## src/rtl/soc_riscv_mem_arbiter.sv

```systemverilog
// Two-master round-robin arbiter for the req/ack memory bus.
// Responses are steered back in acceptance order via an index FIFO.
module soc_riscv_mem_arbiter #(
    parameter int unsigned XLEN            = 32,
    parameter int unsigned MAX_OUTSTANDING = 4
) (
    input  logic              clk_i,
    input  logic              rst_ni,
    input  logic [1:0]        m_req_i,
    input  logic [2*XLEN-1:0] m_adr_i,
    input  logic [2*XLEN-1:0] m_d_i,
    input  logic [1:0]        m_we_i,
    input  logic [5:0]        m_size_i,
    output logic [1:0]        m_gnt_o,
    output logic [1:0]        m_ack_o,
    output logic [XLEN-1:0]   m_q_o,
    output logic              s_req_o,
    output logic [XLEN-1:0]   s_adr_o,
    output logic [XLEN-1:0]   s_d_o,
    output logic              s_we_o,
    output logic [2:0]        s_size_o,
    input  logic              s_gnt_i,
    input  logic              s_ack_i,
    input  logic [XLEN-1:0]   s_q_i,
    output logic              err_o
);

    localparam int unsigned PW = $clog2(MAX_OUTSTANDING);
    localparam int unsigned CW = $clog2(MAX_OUTSTANDING) + 1;
    localparam logic [CW-1:0] FULL_CNT = CW'(MAX_OUTSTANDING);

    logic          r_lock;
    logic          r_lock_idx;
    logic          r_last;
    logic          r_fifo [MAX_OUTSTANDING];
    logic [PW-1:0] r_wptr;
    logic [PW-1:0] r_rptr;
    logic [CW-1:0] r_count;
    logic          r_err;

    logic w_sel_valid;
    logic w_sel_idx;
    logic w_full;
    logic w_empty;
    logic w_push;
    logic w_pop;
    logic w_head;

    // A stalled request keeps its master until accepted or withdrawn.
    always_comb begin
        w_sel_valid = 1'b0;
        w_sel_idx   = 1'b0;
        if (r_lock && m_req_i[r_lock_idx]) begin
            w_sel_valid = 1'b1;
            w_sel_idx   = r_lock_idx;
        end else begin
            case (m_req_i)
                2'b01: begin w_sel_valid = 1'b1; w_sel_idx = 1'b0;    end
                2'b10: begin w_sel_valid = 1'b1; w_sel_idx = 1'b1;    end
                2'b11: begin w_sel_valid = 1'b1; w_sel_idx = ~r_last; end
                default: ;
            endcase
        end
    end

    assign w_full   = (r_count == FULL_CNT);
    assign w_empty  = (r_count == '0);
    assign s_req_o  = w_sel_valid && !w_full && rst_ni;
    assign w_push   = s_req_o && s_gnt_i;
    assign w_pop    = s_ack_i && !w_empty;
    assign w_head   = r_fifo[r_rptr];

    assign m_gnt_o  = {w_push && w_sel_idx, w_push && !w_sel_idx};
    assign m_ack_o  = {w_pop && w_head, w_pop && !w_head};
    assign m_q_o    = s_q_i;

    assign s_adr_o  = w_sel_idx ? m_adr_i[2*XLEN-1:XLEN] : m_adr_i[XLEN-1:0];
    assign s_d_o    = w_sel_idx ? m_d_i[2*XLEN-1:XLEN]   : m_d_i[XLEN-1:0];
    assign s_size_o = w_sel_idx ? m_size_i[5:3]          : m_size_i[2:0];
    assign s_we_o   = w_sel_valid && rst_ni && m_we_i[w_sel_idx];
    assign err_o    = r_err;

    always_ff @(posedge clk_i or negedge rst_ni) begin
        if (!rst_ni) begin
            r_lock     <= 1'b0;
            r_lock_idx <= 1'b0;
            r_last     <= 1'b1;
            r_wptr     <= '0;
            r_rptr     <= '0;
            r_count    <= '0;
            r_err      <= 1'b0;
            for (int unsigned i = 0; i < MAX_OUTSTANDING; i++) begin
                r_fifo[i] <= 1'b0;
            end
        end else begin
            r_lock     <= s_req_o && !s_gnt_i;
            r_lock_idx <= w_sel_idx;
            if (w_push) begin
                r_fifo[r_wptr] <= w_sel_idx;
                r_wptr         <= r_wptr + 1'b1;
                r_last         <= w_sel_idx;
            end
            if (w_pop) begin
                r_rptr <= r_rptr + 1'b1;
            end
            case ({w_push, w_pop})
                2'b10:   r_count <= r_count + 1'b1;
                2'b01:   r_count <= r_count - 1'b1;
                default: ;
            endcase
            if (s_ack_i && w_empty && !w_push) begin
                r_err <= 1'b1;
            end
        end
    end

endmodule

```

## config.mk

```make
export PLATFORM = sky130hd
export DESIGN_NAME = soc_riscv_mem_arbiter
export DESIGN_NICKNAME = d
export VERILOG_FILES = /design/src/rtl/soc_riscv_mem_arbiter.sv
export SDC_FILE = /design/constraint.sdc
export NUM_CORES = 1
export LEC_CHECK = 0
export ABC_AREA = 0
export CAP_MARGIN = 5
export CORE_AREA = 2 2 109 111
export DETAILED_ROUTE_END_ITERATION = 8
export DIE_AREA = 0 0 111 113
export PLACE_DENSITY = 0.68
export SYNTH_ARGS = -nofsm -noshare
export SYNTH_HDL_FRONTEND = slang
export SYNTH_SLANG_ARGS = --single-unit
```

## constraint.sdc

```tcl
create_clock -name clk_i -period 6.4 [get_ports clk_i]
set_clock_uncertainty 0.2 [all_clocks]
set_input_delay 1.28 -clock clk_i [delete_from_list [all_inputs] [get_ports clk_i]]
set_output_delay 1.28 -clock clk_i [all_outputs]
set_load 0.005 [all_outputs]
```

=== Yosys cells after proc, flatten, opt, wreduce, memory -nomap -nowiden ===
Index checks and enable logic that the tools add are counted.

* Bitwise logic cells: 3
* Muxes and demuxes: 18
* $add $sub $neg: 4
* Eq/ne operators: 6
* Order comparisons: 5
* Reduce and logical (&&, ||, !) cells: 24

{| class="wikitable"
|+ Operators by type and width
! cell !! count
|-
| 2-to-1 mux 32 bit || 2
|-
| logical AND 1 bit || 15
|-
| 2-to-1 mux 1 bit || 10
|-
| equality test 2 bit, second input constant || 3
|-
| greater-or-equal comparator 3 bit, second input constant || 2
|-
| zero test 1 bit || 6
|-
| inverter 2 -> 3 bit || 2
|-
| case mux 3 bit (2 select lines) || 1
|-
| adder 2 x 1 -> 2 bit, second input constant || 2
|-
| bitwise mux 4 bit || 1
|-
| equality test 2 x 1 -> 1 bit, second input constant || 2
|-
| < comparator 1 x 2 -> 1 bit, second input constant || 2
|-
| adder 3 x 1 -> 3 bit, second input constant || 1
|-
| equality test 3 bit, second input constant || 1
|-
| zero test 3 bit || 1
|-
| < comparator 3 x 1 -> 1 bit, second input constant || 1
|-
| 2-to-1 mux 3 bit || 1
|-
| OR reduction 3 bit || 1
|-
| subtractor 3 x 1 -> 3 bit, second input constant || 1
|-
| binary-select mux 1 bit (select 2 bit) || 1
|-
| demux 1 bit (select 2 bit) || 1
|-
| case mux 1 bit (2 select lines) || 1
|-
| nonzero test 2 bit || 1
|-
| inverter 1 bit || 1
|}

* Output and inout port bits: 106
* Input bits: 174
* Bits in registers: 15
* Word-level logic and storage cells: 71

=== Logic depth before layout (Yosys ltp) ===
* Depth after elaboration: 9
* Gate-level depth with buffers: 9
* Depth with buffers taken out: 9

=== Worst setup path after synthesis ===
No wires, ideal clock.

* Path type: input to output
* From: input port m_req_i[0]
* To: output port s_adr_o[10]
* Cell stages on the path: 4
* Path slack: 3.005 ns
* Path buffers: 1
* Data arrival time: 1.915 ns
* Data required time: 4.920 ns
* Cells stage by stage: o21ai_4 nand2_8 buf_6 mux2_4

* Cells in the longest elaborated chain, start to end: 5
* Elaborated cells between the ends (all ways): 8
* Classes of those cells: eq/ne (2); mux (5); reduce/logical (1)

{| class="wikitable"
|+ Ends and longest elaborated chain
! what !! RTL line !! RTL
|-
| from (decl) || 9 || <nowiki>input logic [1:0] m_req_i,</nowiki>
|-
| branches (longest 3 deep; another with equality test 2 bit) || - ||
|-
| 2-to-1 mux 1 bit * || 53 || <nowiki>if (r_lock && m_req_i[r_lock_idx]) begin</nowiki>
|-
| 2-to-1 mux 32 bit * || 77 || <nowiki>assign s_adr_o = w_sel_idx ? m_adr_i[2*XLEN-1:XLEN] : m_adr_i[XLEN-1:0];</nowiki>
|-
| to (decl) || 18 || <nowiki>output logic [XLEN-1:0] s_adr_o,</nowiki>
|}

Mark *: on every way between the ends. The select of a mux whose other input is x is not followed.

=== Final worst setup path ===
* From: input port m_req_i[0]
* To: output port s_d_o[22]

* Cells in the longest elaborated chain, start to end: 5
* Elaborated cells between the ends (all ways): 8
* Classes of those cells: eq/ne (2); mux (5); reduce/logical (1)

{| class="wikitable"
|+ Ends and longest elaborated chain
! what !! RTL line !! RTL
|-
| branches (longest 3 deep; another with equality test 2 bit) || - ||
|-
| 2-to-1 mux 1 bit * || 53 ||
|-
| 2-to-1 mux 32 bit * || 78 || <nowiki>assign s_d_o = w_sel_idx ? m_d_i[2*XLEN-1:XLEN] : m_d_i[XLEN-1:0];</nowiki>
|-
| to (decl) || 19 || <nowiki>output logic [XLEN-1:0] s_d_o,</nowiki>
|}

Marked as above.

==> impl_metrics.ini <==
[die]
die_y_um = 113
die_area_um2 = 12500
initial_utilization_pct = 19.2
io_pins = 280
die_width_um = 111
core_area_um2 = 11300
fp-row-count = 39

[worst_setup_path]
worstSetupStartpointType = input pin
timing.critical_path.required_ns = 4.92
cp_slowest_cell = sky130_fd_sc_hd__clkdlybuf4s50_1
worstPathArrival_ns = 3.43
end_kind = output port
setup.worst_path.start = m_req_i[0]
critPathMaxFanout = 70
criticalPathCategory = input pin to output port
crit_top_cell = sky130_fd_sc_hd__clkdlybuf4s50_1
timing.rr.end = r_count[2]
r2r-start = r_count[0]
timing.critical_path.to = s_d_o[22]
critical-path-max-stage-delay_ns = 0.58
ff2ff_path_depth = 9
worst-r2r-setup-slack_ns = 4.16
path_cells = clkdlybuf4s50_1 > o21ai_4 > nand2_8 > mux2_4 > clkdlybuf4s50_1

[logic_synthesis]
synth.ff_latch_count = 15
netlist_instances = 177
synth_seq_area_share_pct = 17.4
yosysTopAreaCellShare_pct = 49.2
netlist_area_um2 = 2170
synth-warning-count = 0
avgSynthCellArea_um2 = 12.2
yosys.cell_types.count = 32
cell_types_occupying_the_most_area_after_synthesis = sky130_fd_sc_hd__mux2_4 49%, sky130_fd_sc_hd__dfrtp_1 16%, sky130_fd_sc_hd__buf_4 11%
mappedNetlistNets = 357
cell_type_with_the_highest_aggregate_area_in_the_netlist = sky130_fd_sc_hd__mux2_4

[timing]
fmaxAchievable_ghz = 0.204
final_min_period_over_clock_period_pct = 76.8
setup_violations = 0
rsz0062_at_grt = false
final_max_slew_viol_count = 0
setup_total_negative_slack_ns = 0
holdWs_ns = 0.293
relSlewSlack_pct = 48.6
worstMarginPinSlew_ns = 0.771
final_hold_viol_count = 0
period_minus_slack_ns = 4.91

[layout]
n_fill_cell = 1113
antennaDiodeCount = 0
multi_input_comb_area_um2 = 1440
areaGrowthSynthToFinish_pct = 96.8
layout_commonest_cell = sky130_fd_sc_hd__clkdlybuf4s50_1
post_layout_nonfiller_instances = 501
layout_common_cells = 215 x sky130_fd_sc_hd__clkdlybuf4s50_1, 71 x sky130_fd_sc_hd__mux2_4, 14 x sky130_fd_sc_hd__dfrtp_1
fraction_of_layout_instances_using_a_drive_strength_above_1_pct = 24.0
seqCellArea_um2 = 377
final_core_utilization_pct = 37.8
design.final.nets = 539

[clocking]
clock_path_buffers = 2
cts-buffers-inserted = 3
cts-resized-gates = 0
tritoncts_num_sinks = 15
clk_pin_slew_worst_paths_ns = 0.05
cts_setup_buffers = 0
cts_tree = yes
cts_hold_buffers = 0
cts-root-buf = sky130_fd_sc_hd__clkbuf_16
clkLatencyLatePin_ns = 0.25
cts_htree_levels = 1

[place]
hpwlAfterDp_mm = 7.33
io_buffer_count = 215
place.gp.congestion = 0.881
numPlacedInstances = 497

[global_route]
via_count_of_the_first_global_routing_pass = 2129
grt.total_usage_pct = 12.7
grt_first_pass_wirelength_mm = 12.5
pin_count_of_the_biggest_net_entering_global_routing = 71
globalRoute.totalOverflow = 0
grt_antenna_before_repair = 0

[power_and_ir_drop]
p_seq_share_pct = 21.1
combinationalPowerShare_pct = 64.3
pwr_density_cell_nw_per_um2 = 198
vdd_drop_max_mv = 0.186
internal_power_mw = 0.590
clkPwrFrac_pct = 14.6
p_leak_nw = 1.85
power.share.switching_pct = 30.1
netSwitchingPower_mw = 0.254

[routing]
detailroute.via_count = 2006
drt-total-wl_mm = 8.63
initialDrtViolationCount = 28
route.antenna.remaining_nets = 0
drt_drc_violations_left = 0
route.detailed.vias_per_inst = 4.00
route.detailed.wl_per_inst_um = 17.2
dr.pass1.iters = 3

[min_path]
hold_path.class = flip-flop to flip-flop

[job]
drv_cap = 0

[run_status]
outcome = finished clean
[per-stage QoR]
stage	area [um^2]	setup slack, ns	total power, mW
finish	4260	1.49	0.844
global route	4260	1.40	0.894
CTS	4260	1.49	0.854
detailed placement	4180	1.52	0.727
global placement	4180	1.53	0.713
floorplan	2170	3.00	0.480
[state kept, by name, indices dropped and copies added, names as in the netlist]
| signal | cells |
|---|---|
| r_lock | 1 |
| r_lock_idx | 1 |
| r_wptr | 2 |
| r_rptr | 2 |
| err_o | 1 |
| r_fifo | 4 |
| r_count | 3 |
| r_last | 1 |
[power groups by stage]
| stage | Combinational [mW] | Sequential, mW | Clock [mW] |
|---|---|---|---|
| floorplan | 0.312 | 0.168 | 0 |
| global placement | 0.537 | 0.176 | 0 |
| detailed placement | 0.547 | 0.180 | 0 |
| CTS | 0.551 | 0.179 | 0.124 |
| global route | 0.581 | 0.184 | 0.129 |
| finish | 0.543 | 0.178 | 0.123 |
[worst max-delay path, delay by kind of cell]
family	cells	cell delay (ns)
muxes	1	0.35
AOI/OAI and AO/OA	1	0.11
buffers and inverters	2	1.06
and+or+nand+nor	1	0.52
[cells in the mapped netlist (all sizes together)]
master and number:
nor3b 1, nand2 8, dfstp 1, fa 1, ha 5, and2 1, nor2b 3, nor3 1
o22ai 1, dfrtp 14, inv 8, xnor2 4, nand3 1, mux4 1, nor2 5, a31o 1
buf 39, nand2b 1, mux2i 1, a21oi 2, mux2 72, o211ai 1, xor2 2, o21ai 3
[worst min-delay path by stage]
| stage | slack (ns) | depth (start not counted) | to | from |
|---|---|---|---|---|
| floorplan | 0.25 | 1 | r_rptr[1] | r_rptr[1] |
| detailed placement | 0.29 | 1 | err_o | err_o |
| global route | 0.30 | 1 | err_o | err_o |
| global placement | 0.27 | 1 | r_rptr[1] | r_rptr[1] |
| CTS | 0.30 | 1 | err_o | err_o |
| finish | 0.29 | 1 | err_o | err_o |
[cell families (layout without fill, tap and decap cells)]
group	Yosys count	in the layout	share of synthesized area, %
compound gates	8	8	3.47
flops	15	15	17.4
buf+inv	47	228	16.3
fa+ha+maj	6	6	3.81
simple gates	21	21	5.37
xor+xnor	6	6	2.43
mux	74	74	51.2
[routing by layer]
metal | global-route usage (%) | wire length, um | vias up
met5 | 0 | 0 | -
met4 | 1.75 | 38 | 0
met3 | 5.52 | 954 | 4
met2 | 21.9 | 4210 | 145
met1 | 15.1 | 3430 | 918
li1 | - | - | 939
[cell type report]
cell class | instances | area share (%)
Clock inverter | 1 | 0.117
Timing Repair Buffer | 216 | 50.7
Clock buffer | 3 | 1.76
Tap cell | 143 | 4.20
Inverter | 8 | 0.705
Multi-Input combinational cell | 115 | 33.7
Sequential cell | 15 | 8.84
Power figures use the tool's default switching activity.
